--- config.mk ---
export PLATFORM = sky130hd
export DESIGN_NAME = inv_restorer_17
export DESIGN_NICKNAME = d
export VERILOG_FILES = /design/src/rtl/mult_pkg.sv /design/src/rtl/nibble_neg_slice.sv /design/src/rtl/inv_restorer_17.sv
export SDC_FILE = /design/constraint.sdc
export NUM_CORES = 1
export LEC_CHECK = 0
export BUFFER_PORTS_ARGS = -buffer_cell sky130_fd_sc_hd__buf_2
export CAP_MARGIN = 20
export CORE_ASPECT_RATIO = 2
export CORE_MARGIN = 5
export CORE_UTILIZATION = 35
export CTS_CLUSTER_SIZE = 24
export DETAILED_ROUTE_END_ITERATION = 8
export PLACE_DENSITY = 0.5
export SYNTH_ARGS = -nofsm -noshare
export SYNTH_HDL_FRONTEND = slang
export SYNTH_HIERARCHICAL = 1
export SYNTH_SLANG_ARGS = --single-unit
--- constraint.sdc ---
create_clock -name clk_i -period 5.41 [get_ports clk_i]
set_input_delay 0.8115 -clock clk_i [delete_from_list [all_inputs] [get_ports clk_i]]
set_output_delay 0.8115 -clock clk_i [all_outputs]
set_load 0.02 [all_outputs]
--- src/rtl/mult_pkg.sv ---
// Shared constants and state encoding for the Booth negation converter and its restorer.
package mult_pkg;

  localparam int DW     = 16;
  localparam int DIG    = 4;
  localparam int IN_W   = DW + 1;
  localparam int BEATS  = (IN_W + DIG - 1) / DIG;
  localparam int PAD_W  = BEATS * DIG;
  localparam int BEAT_W = $clog2(BEATS);
  localparam int IDX_W  = $clog2(PAD_W);

  typedef enum logic [1:0] {
    IDLE = 2'd0,
    CALC = 2'd1,
    DONE = 2'd2
  } state_e;

endpackage

--- src/rtl/nibble_neg_slice.sv ---
// One digit of ~y + carry: inverts a DIG-bit digit and adds the incoming carry.
module nibble_neg_slice
  import mult_pkg::*;
(
  input  logic [DIG-1:0] d,
  input  logic           cin,
  output logic [DIG-1:0] s,
  output logic           cout
);

  assign {cout, s} = {1'b0, ~d} + {{DIG{1'b0}}, cin};

endmodule

--- src/rtl/inv_restorer_17.sv ---
// Digit-serial restorer: recovers x = -y from a 17-bit negated value, one digit per clock,
// and flags results that do not fit in 16 signed bits.
module inv_restorer_17
  import mult_pkg::*;
(
  input  logic            clk_i,
  input  logic            rst_i,
  input  logic            in_valid_i,
  output logic            in_ready_o,
  input  logic [IN_W-1:0] y_i,
  output logic            out_valid_o,
  input  logic            out_ready_i,
  output logic [DW-1:0]   x_o,
  output logic            ovf_o,
  output logic            busy_o
);

  state_e             state_r;
  logic [BEAT_W-1:0]  beat_r;
  logic               carry_r;
  logic [PAD_W-1:0]   y_r;
  logic [PAD_W-1:0]   r_r;
  logic [PAD_W-1:0]   r_next_s;
  logic [IDX_W-1:0]   idx_s;
  logic [DIG-1:0]     d_s;
  logic [DIG-1:0]     s_s;
  logic               c_s;

  nibble_neg_slice u_slice (
    .d    (d_s),
    .cin  (carry_r),
    .s    (s_s),
    .cout (c_s)
  );

  // Select the current digit and merge the slice result into the accumulated value.
  always_comb begin
    idx_s    = IDX_W'(beat_r * DIG);
    d_s      = DIG'(y_r >> idx_s);
    r_next_s = (r_r & ~(PAD_W'({DIG{1'b1}}) << idx_s)) | (PAD_W'(s_s) << idx_s);
  end

  // Handshake FSM and datapath registers; every output is driven from a flop.
  always_ff @(posedge clk_i or posedge rst_i) begin
    if (rst_i) begin
      state_r     <= IDLE;
      beat_r      <= '0;
      carry_r     <= 1'b1;
      y_r         <= '0;
      r_r         <= '0;
      in_ready_o  <= 1'b1;
      out_valid_o <= 1'b0;
      x_o         <= '0;
      ovf_o       <= 1'b0;
      busy_o      <= 1'b0;
    end else begin
      case (state_r)
        IDLE: begin
          if (in_valid_i) begin
            y_r        <= PAD_W'(y_i);
            r_r        <= '0;
            carry_r    <= 1'b1;
            beat_r     <= '0;
            state_r    <= CALC;
            in_ready_o <= 1'b0;
            busy_o     <= 1'b1;
          end
        end
        CALC: begin
          r_r     <= r_next_s;
          carry_r <= c_s;
          beat_r  <= beat_r + BEAT_W'(1);
          // The final carry out of the top digit is discarded (modulo 2^17).
          if (beat_r == BEAT_W'(BEATS - 1)) begin
            state_r     <= DONE;
            out_valid_o <= 1'b1;
            x_o         <= r_next_s[DW-1:0];
            ovf_o       <= r_next_s[DW] ^ r_next_s[DW-1];
          end
        end
        DONE: begin
          if (out_ready_i) begin
            state_r     <= IDLE;
            out_valid_o <= 1'b0;
            in_ready_o  <= 1'b1;
            busy_o      <= 1'b0;
            x_o         <= '0;
            ovf_o       <= 1'b0;
          end
        end
        default: begin
          state_r     <= IDLE;
          out_valid_o <= 1'b0;
          in_ready_o  <= 1'b1;
          busy_o      <= 1'b0;
        end
      endcase
    end
  end

endmodule

==> results of run 1 <==
==> per-stage QoR <==
stage	power, mW	cells	hold slack, ns
2_1_floorplan	1.50	279	0.440
3_3_place_gp	1.73	401	0.455
3_5_place_dp	1.75	401	0.458
4_1_cts	2.30	416	0.470
5_1_grt	2.44	416	0.490
6_report	2.26	416	0.466
==> sequential cells by signal, summed over array words and instances (netlist names) <==
| register | cells |
|---|---|
| r_r | 17 |
| y_r | 17 |
| x_o | 16 |
| beat_r | 3 |
| state_r | 2 |
| busy_o | 1 |
| carry_r | 1 |
| in_ready_o | 1 |
| out_valid_o | 1 |
| ovf_o | 1 |
==> cell type report <==
type,count,share of cell area
clock inverters,1,0.00151
clock buffers,14,0.0857
repair buffers,44,0.0695
inverters,9,0.0110
flip-flops and latches,60,0.454
multi-input cells,192,0.342
well taps,96,0.0363
==> layout by cell type (no fill, tap or decap), types with 2 or more instances in the layout <==
| cell | synthesis | routed |
|---|---|---|
| sky130_fd_sc_hd__nand2_1 | 80 | 80 |
| sky130_fd_sc_hd__dfrtp_1 | 58 | 58 |
| sky130_fd_sc_hd__buf_2 | 7 | 40 |
| sky130_fd_sc_hd__o21ai_0 | 27 | 27 |
| sky130_fd_sc_hd__nand3_1 | 18 | 18 |
| sky130_fd_sc_hd__a22oi_1 | 12 | 12 |
| sky130_fd_sc_hd__clkbuf_16 | 0 | 9 |
| sky130_fd_sc_hd__ha_1 | 7 | 7 |
| sky130_fd_sc_hd__inv_1 | 7 | 6 |
| sky130_fd_sc_hd__a22o_1 | 6 | 6 |
| sky130_fd_sc_hd__nor2_1 | 5 | 5 |
| sky130_fd_sc_hd__o21ai_1 | 4 | 4 |
| sky130_fd_sc_hd__mux4_2 | 4 | 4 |
| sky130_fd_sc_hd__clkbuf_8 | 0 | 4 |
| sky130_fd_sc_hd__buf_4 | 4 | 4 |
| sky130_fd_sc_hd__nor2b_1 | 3 | 3 |
| sky130_fd_sc_hd__and2_1 | 3 | 3 |
| sky130_fd_sc_hd__inv_2 | 1 | 2 |
| sky130_fd_sc_hd__nand2b_1 | 2 | 2 |
| sky130_fd_sc_hd__dfstp_2 | 2 | 2 |
| sky130_fd_sc_hd__xnor2_1 | 2 | 2 |
==> worst max-delay path, cell delays in order (launching register included) <==
cell and delay [ns]:
sky130_fd_sc_hd__dfrtp_1 0.69, sky130_fd_sc_hd__mux4_2 0.57, sky130_fd_sc_hd__nand2_1 0.08, sky130_fd_sc_hd__nand2_1 0.05
sky130_fd_sc_hd__inv_1 0.05, sky130_fd_sc_hd__ha_1 0.15, sky130_fd_sc_hd__nor3b_2 0.18, sky130_fd_sc_hd__xnor2_1 0.24
sky130_fd_sc_hd__a41o_1 0.26, sky130_fd_sc_hd__xor2_1 0.16, sky130_fd_sc_hd__o21ai_1 0.07
==> per-layer routing <==
layer,track usage,vias to the layer above,part of all wire
li1,-,1019,-
met1,0.162,976,0.40
met2,0.244,40,0.54
met3,0.0382,8,0.041
met4,0.0616,0,0.020
met5,0,-,0
==> cells by family (layout without fill, tap and decap cells) <==
group | Yosys count | count (layout) | synth area share
multiplexers | 5 | 5 | 0.0357
buffers and inverters | 27 | 68 | 0.0589
XOR/XNOR | 3 | 3 | 0.00938
AO/OA/AOI/OAI | 57 | 57 | 0.128
AND/OR/NAND/NOR | 120 | 120 | 0.200
flip-flops | 60 | 60 | 0.537
adder cells (fa/ha/maj) | 7 | 7 | 0.0312
==> power by group <==
group / switching [mW] / internal, mW
combinational: 0.562 / 0.357
sequential: 0.158 / 0.643
clock: 0.183 / 0.356
==> worst paths after layout <==
path | from | slack, ns | to | cells past startpoint
setup / recovery | beat_r[0] | 2.80 | ovf_o | 10
max in group asynchronous | rst_i | 4.20 | beat_r[0] | 3
hold reg to reg | y_r[13] | 0.47 | y_r[13] | 2
min in group asynchronous | rst_i | 0.70 | x_o[12] | 3
setup reg to reg | beat_r[0] | 2.80 | ovf_o | 10
hold / removal | y_r[13] | 0.47 | y_r[13] | 2
==> impl_summary.txt, run 1 <==
----------------------------------------------------
[Outcome]
  Outcome ... completed

[Placement]
  Post-placement worst setup slack ... 2.77 ns
  Area after detailed placement ... 3020 µm²
  Global placer's final weighted congestion ... 0.796
  I/O Buffers ... 40
  Placed wire-length estimate ... 4520 µm

[Global routing]
  Overall overflow remaining after global route ... 0
  Global routing usage summed across all routing layers ... 0.142
  Number of global-route vias before repair ... 2056
  Largest net degree at the start of global routing ... 61
  Global-route wire length before repair ... 10800 µm
  Antenna violations before repair ... 0

[Final layout]
  Antenna diode instance count ... 0
  Sequential standard cell area ... 1500 µm²
  Total number of nets in the final design ... 344
  Syn-to-layout area delta ... 18.2%
  Share of layout cells above drive strength 1 ... 0.231
  Post-route design area ... 3310 µm²
  Total area of multi-input combinational cells ... 1130 µm²
  Number of filler cells placed in the layout ... 807
  Utilization of the core after routing ... 0.420

[Clock network]
  Post-CTS setup buffer count ... 0
  Clock slew at reported path FFs ... 0.05 ns
  # H-tree levels ... 3
  Total clock buffers created by CTS ... 9
  Gates resized, CTS repair ... 0
  CTS tree ... built
  Later-pin clock latency in the skew report ... 0.32 ns
  Root buf cell ... sky130_fd_sc_hd__clkbuf_16
  Clock net sink count ... 60
  Bufs on Longest Clock Path ... 2
  Hold_buf cts ... 0

[Drt]
  Antenna viol nets, final ... 0
  Wire length per cell after detailed routing ... 15.4 µm
  Final wirelength ... 6390 µm
  First drt pass iteration count ... 4
  Vias after detailed routing ... 2043
  Routed via count divided by cell count ... 4.91
  Iteration-0 DRC count of the detailed router ... 128
  DR DRC count ... 0

[Synthesis]
  Synth Area per Inst ... 10.0 µm²
  Synth warnings ... 6
  Top cell type by total area after synthesis ... sky130_fd_sc_hd__dfrtp_1
  Fraction of synthesis flops using an asynchronous set or reset pin ... 1.00
  Post-synthesis cell area ... 2800 µm²
  Flip-flop and latch count after synthesis ... 60
  Most area-consuming cells after synthesis ... sky130_fd_sc_hd__dfrtp_1, sky130_fd_sc_hd__nand2_1, sky130_fd_sc_hd__o21ai_0, sky130_fd_sc_hd__nand3_1, sky130_fd_sc_hd__a22oi_1
  Share of the synthesized area in the top cell type ... 0.518
  Synthesized Nets ... 307
  Most instantiated library cell after synthesis ... sky130_fd_sc_hd__nand2_1
  Main flop type after synthesis ... sky130_fd_sc_hd__dfrtp_1
  Leading post-synthesis cells by instance count ... sky130_fd_sc_hd__nand2_1, sky130_fd_sc_hd__dfrtp_1, sky130_fd_sc_hd__o21ai_0
  Cell count after synthesis ... 279
  Number of distinct standard cells referenced by the synthesized netlist ... 41
  Register area share after synthesis ... 0.537
  EDFF count, synth ... 0

[Die]
  Initial cell density of the core ... 0.355
  Number of placement rows ... 46
  Horiz. Die Dim ... 73.3 µm
  Count of pins on the block boundary ... 41
  Overall die height ... 137 µm
  Floorplan Core Area ... 7890 µm²
  Total Die Area ... 10000 µm²

[Pwr]
  Leakage power summed over all cells ... 1.64 nW
  PwrDens ... 682 nW/µm²
  Worst vdd rail ir drop ... 0.000291 V

[STA]
  Fmax achieved ... 383 MHz
  Number of failing setup endpoints in the final timing report ... 0
  Part of the cycle the worst path needs ... 0.483
  Least-Margin Pin Slew ... 0.766 ns
  Min setup slack post-route ... 2.80 ns
  Final number of max-transition violations ... 0
  Unrepaired setup endpoints after global routing ... no
  Final-layout setup total negative slack ... 0 ns
  Time the worst path needs with I/O delays and setup ... 2.61 ns
  Skew final ... 0.00406 ns
  Final hold vios ... 0
  Slew margin rel. ... 0.490

[Worst hold path]
  Class of the tightest hold or removal check ... flip-flop to flip-flop

[Critical path]
  Critical path data required time ... 5.61 ns
  Worst-path fanout max ... 13
  Path type of the worst setup path ... flip-flop to flip-flop
  Data arrival at the endpoint of the critical path ... 2.82 ns
  Sort of element at the start of the critical path ... flip-flop
  CP endpoint kind ... flip-flop

[Flow run]
  Max Cap Viol ... 0

----------------------------------------------------
(Power assumes the default switching activity.)
==> run 2, diff against run 1 <==
ABC_AREA = 1   (was default)
PLACE_DENSITY = 0.52   (was 0.5)
clock period = 2.2 ns   (was 5.41 ns; I/O delays follow)
==> run 2 against run 1 <==
Against the previous run:
- critical path type unchanged
- die area is 2.4% higher
- sequential share of layout area is 3.0 points lower
- clock power is 130% higher
==> impl_summary.txt, run 2 <==
----------------------------------------------------
[Outcome]
  Outcome ... completed

[Die]
  Number of placement rows ... 46 (unchanged)
  Floorplan Core Area ... 8000 µm² (+1.5%)
  Horiz. Die Dim ... 74.1 µm (+1.2%)
  Total Die Area ... 10200 µm² (+2.4%)
  Initial cell density of the core ... 0.360 (+0.00443)
  Overall die height ... 138 µm (+1.3%)
  Count of pins on the block boundary ... 41 (unchanged)

[Placement]
  Placed wire-length estimate ... 5310 µm (+17%)
  Post-placement worst setup slack ... 0.0323 ns (-2.74 ns)
  Global placer's final weighted congestion ... 0.842 (+5.8%)
  I/O Buffers ... 40 (unchanged)

[Drt]
  Antenna viol nets, final ... 0 (unchanged)
  Wire length per cell after detailed routing ... 13.7 µm (-11%)
  Final wirelength ... 6970 µm (+9.2%)
  First drt pass iteration count ... 4 (unchanged)
  Iteration-0 DRC count of the detailed router ... 107 (-16%)
  Routed via count divided by cell count ... 4.69 (-4.5%)
  Vias after detailed routing ... 2387 (+17%)
  DR DRC count ... 0 (unchanged)

[Pwr]
  Leakage power summed over all cells ... 1.90 nW (+16%)
  PwrDens ... 1680 nW/µm² (+150%)
  Worst vdd rail ir drop ... 0.000598 V (+110%)

[Synthesis]
  Synth warnings ... 6 (unchanged)
  Most instantiated library cell after synthesis ... sky130_fd_sc_hd__nand2_1
  Register area share after synthesis ... 0.522 (-0.0142)
  Flip-flop and latch count after synthesis ... 60 (unchanged)
  Number of distinct standard cells referenced by the synthesized netlist ... 26 (-37%)
  Post-synthesis cell area ... 2880 µm² (+2.7%)
  Cell count after synthesis ... 350 (+25%)
  Most area-consuming cells after synthesis ... sky130_fd_sc_hd__dfrtp_1, sky130_fd_sc_hd__nand2_1, sky130_fd_sc_hd__o21ai_0, sky130_fd_sc_hd__inv_1, sky130_fd_sc_hd__ha_1
  Share of the synthesized area in the top cell type ... 0.504 (-0.0137)
  Main flop type after synthesis ... sky130_fd_sc_hd__dfrtp_1
  Top cell type by total area after synthesis ... sky130_fd_sc_hd__dfrtp_1
  EDFF count, synth ... 0 (unchanged)
  Synth Area per Inst ... 8.23 µm² (-18%)
  Leading post-synthesis cells by instance count ... sky130_fd_sc_hd__nand2_1, sky130_fd_sc_hd__dfrtp_1, sky130_fd_sc_hd__o21ai_0
  Fraction of synthesis flops using an asynchronous set or reset pin ... 1.00 (unchanged)
  Synthesized Nets ... 378 (+23%)

[STA]
  Time the worst path needs with I/O delays and setup ... 2.00 ns (-0.614 ns)
  Fmax achieved ... 500 MHz (+31%)
  Final hold vios ... 0 (unchanged)
  Unrepaired setup endpoints after global routing ... yes
  Least-Margin Pin Slew ... 0.616 ns (-0.149 ns)
  Final number of max-transition violations ... 0 (unchanged)
  Min setup slack post-route ... 0.200 ns (-2.60 ns)
  Skew final ... 0.00773 ns (+0.00367 ns)
  Number of failing setup endpoints in the final timing report ... 0 (unchanged)
  Slew margin rel. ... 0.588 (+0.0989)
  Part of the cycle the worst path needs ... 0.909 (+0.426)

[Final layout]
  Most common cell after layout, fill and taps aside ... sky130_fd_sc_hd__nand2_1
  Syn-to-layout area delta ... 23.4%
  Utilization of the core after routing ... 0.444 (+0.0240)
  Number of filler cells placed in the layout ... 840 (+4.1%)
  Antenna diode instance count ... 0 (unchanged)
  Total number of nets in the final design ... 436 (+27%)
  Biggest registers after layout ... r_r: 17 flops, y_r: 17 flops, x_o: 16 flops
  Most frequent cells in the layout ... sky130_fd_sc_hd__nand2_1, sky130_fd_sc_hd__dfrtp_1, sky130_fd_sc_hd__buf_2
  Share of layout cells above drive strength 1 ... 0.232 (+0.00120)

[Clock network]
  CTS tree ... built
  # H-tree levels ... 3 (unchanged)
  Clock slew at reported path FFs ... 0.05 ns (about the same)
  Later-pin clock latency in the skew report ... 0.33 ns (about the same)
  Total clock buffers created by CTS ... 9 (unchanged)
  Clock net sink count ... 60 (unchanged)
  Hold_buf cts ... 0 (unchanged)
  Bufs on Longest Clock Path ... 2 (unchanged)
  Root buf cell ... sky130_fd_sc_hd__clkbuf_16

[Critical path]
  Worst-path fanout max ... 8 (-5)
  R2R setup slack ... 0.20 ns (-2.60 ns)
  Worst-path cell with the longest stage delay ... sky130_fd_sc_hd__dfrtp_2
  Data arrival at the endpoint of the critical path ... 2.25 ns (-0.57 ns)
  Path type of the worst setup path ... flip-flop to flip-flop
  Stage delay of the slowest cell on the critical path ... 0.46 ns (-0.23 ns)
  Critical path data required time ... 2.45 ns (-3.16 ns)
  Sequence of cells on the critical path ... inv_4 > nor2_1 > o21ai_1 > nand2_1 > nand2_1 > inv_1 > ha_1 > ha_2 > xnor2_2 > nand2_1 > o22ai_1 > nand2_1 > o21ai_0
  Sort of element at the start of the critical path ... flip-flop
  Most common cell on crit path ... sky130_fd_sc_hd__nand2_1
  Kind of cell adding the most delay to the critical path ... flip-flops
  Buffers & Inverters on Critical Path ... 2 (+1)
  CP endpoint kind ... flip-flop

[Global routing]
  Antenna violations before repair ... 0 (unchanged)
  Global-route wire length before repair ... 11800 µm (+8.7%)
  Number of global-route vias before repair ... 2470 (+20%)
  Largest net degree at the start of global routing ... 28 (-54%)
  Global routing usage summed across all routing layers ... 0.151 (+0.00889)
  Overall overflow remaining after global route ... 0 (unchanged)

[Flow run]
  Max Cap Viol ... 0 (unchanged)

[Worst hold path]
  Class of the tightest hold or removal check ... input port to async pin

----------------------------------------------------
run 2: cell types whose count changed after synthesis, moves of 8 or more:
cell	change
sky130_fd_sc_hd__a22oi_1	-12
sky130_fd_sc_hd__inv_1	+21
sky130_fd_sc_hd__nand2_1	+59
sky130_fd_sc_hd__nand3_1	-12
sky130_fd_sc_hd__nor2_1	+8
sky130_fd_sc_hd__o21ai_0	+15
sky130_fd_sc_hd__o22ai_1	+8
run 2: per-layer routing:
layer / up-vias / part of all wire / track usage
met3: 15 / 0.029 / 0.0290
met4: 0 / 0.032 / 0.0879
met1: 1110 / 0.38 / 0.153
li1: 1228 / - / -
met5: - / 0 / 0
met2: 34 / 0.55 / 0.272
run 2: path summary, 6_finish.rpt:
| kind | from | endpoint | depth (start not counted) |
|---|---|---|---|
| max | beat_r[1] | x_o[14] | 13 |
| min reg2reg | in_ready_o | in_ready_o | 2 |
| max reg2reg | beat_r[1] | x_o[14] | 13 |
| min in group clk_i | y_i[14] | y_r[14] | 3 |
| max in group asynchronous | rst_i | y_r[10] | 3 |
| min | rst_i | y_r[3] | 2 |
run 2: repair_timing:
| action | CTS | global route |
|---|---|---|
| setup buffers | 0 | 6 |
| endpoints found under the setup margin | 0 | 24 |
| resized for setup | 0 | 11 |
run 2: final cells by class:
class,count,area [µm²],area share
flip-flops and latches,60,1510,0.424
multi-input cells,243,1170,0.330
repair buffers,59,355,0.100
clock buffers,16,262,0.0736
inverters,35,139,0.0391
well taps,96,120,0.0338
run 2: power by group:
part / switching (mW) / internal (mW) / total, mW
Sequential: 0.260 / 1.60 / 1.86
Clock: 0.456 / 0.793 / 1.25
Combinational: 1.83 / 1.03 / 2.86
Total: 2.55 / 3.42 / 5.97
run 2: cells by family (layout without fill, tap and decap cells):
group,count (synthesis),after routing,share of synthesized area
compound gates,66,66,0.122
buf+inv,47,110,0.0752
xor+xnor,1,1,0.00304
flops,60,60,0.522
fa+ha+maj,7,7,0.0304
simple gates,169,169,0.247
run 2: metrics by stage:
| stage | cells | area, µm² | hold slack, ns | setup TNS, ns | total power, mW |
|---|---|---|---|---|---|
| 3_5_place_dp | 487 | 3230 | 0.451 | 0 | 4.63 |
| 4_1_cts | 503 | 3490 | 0.0925 | 0 | 5.91 |
| 5_1_grt | 509 | 3550 | 0.146 | -0.0411 | 6.49 |
| 3_3_place_gp | 487 | 3230 | 0.431 | 0 | 4.61 |
| 6_report | 509 | 3550 | 0.0764 | 0 | 5.97 |
| 2_1_floorplan | 350 | 2880 | 0.440 | 0 | 3.82 |
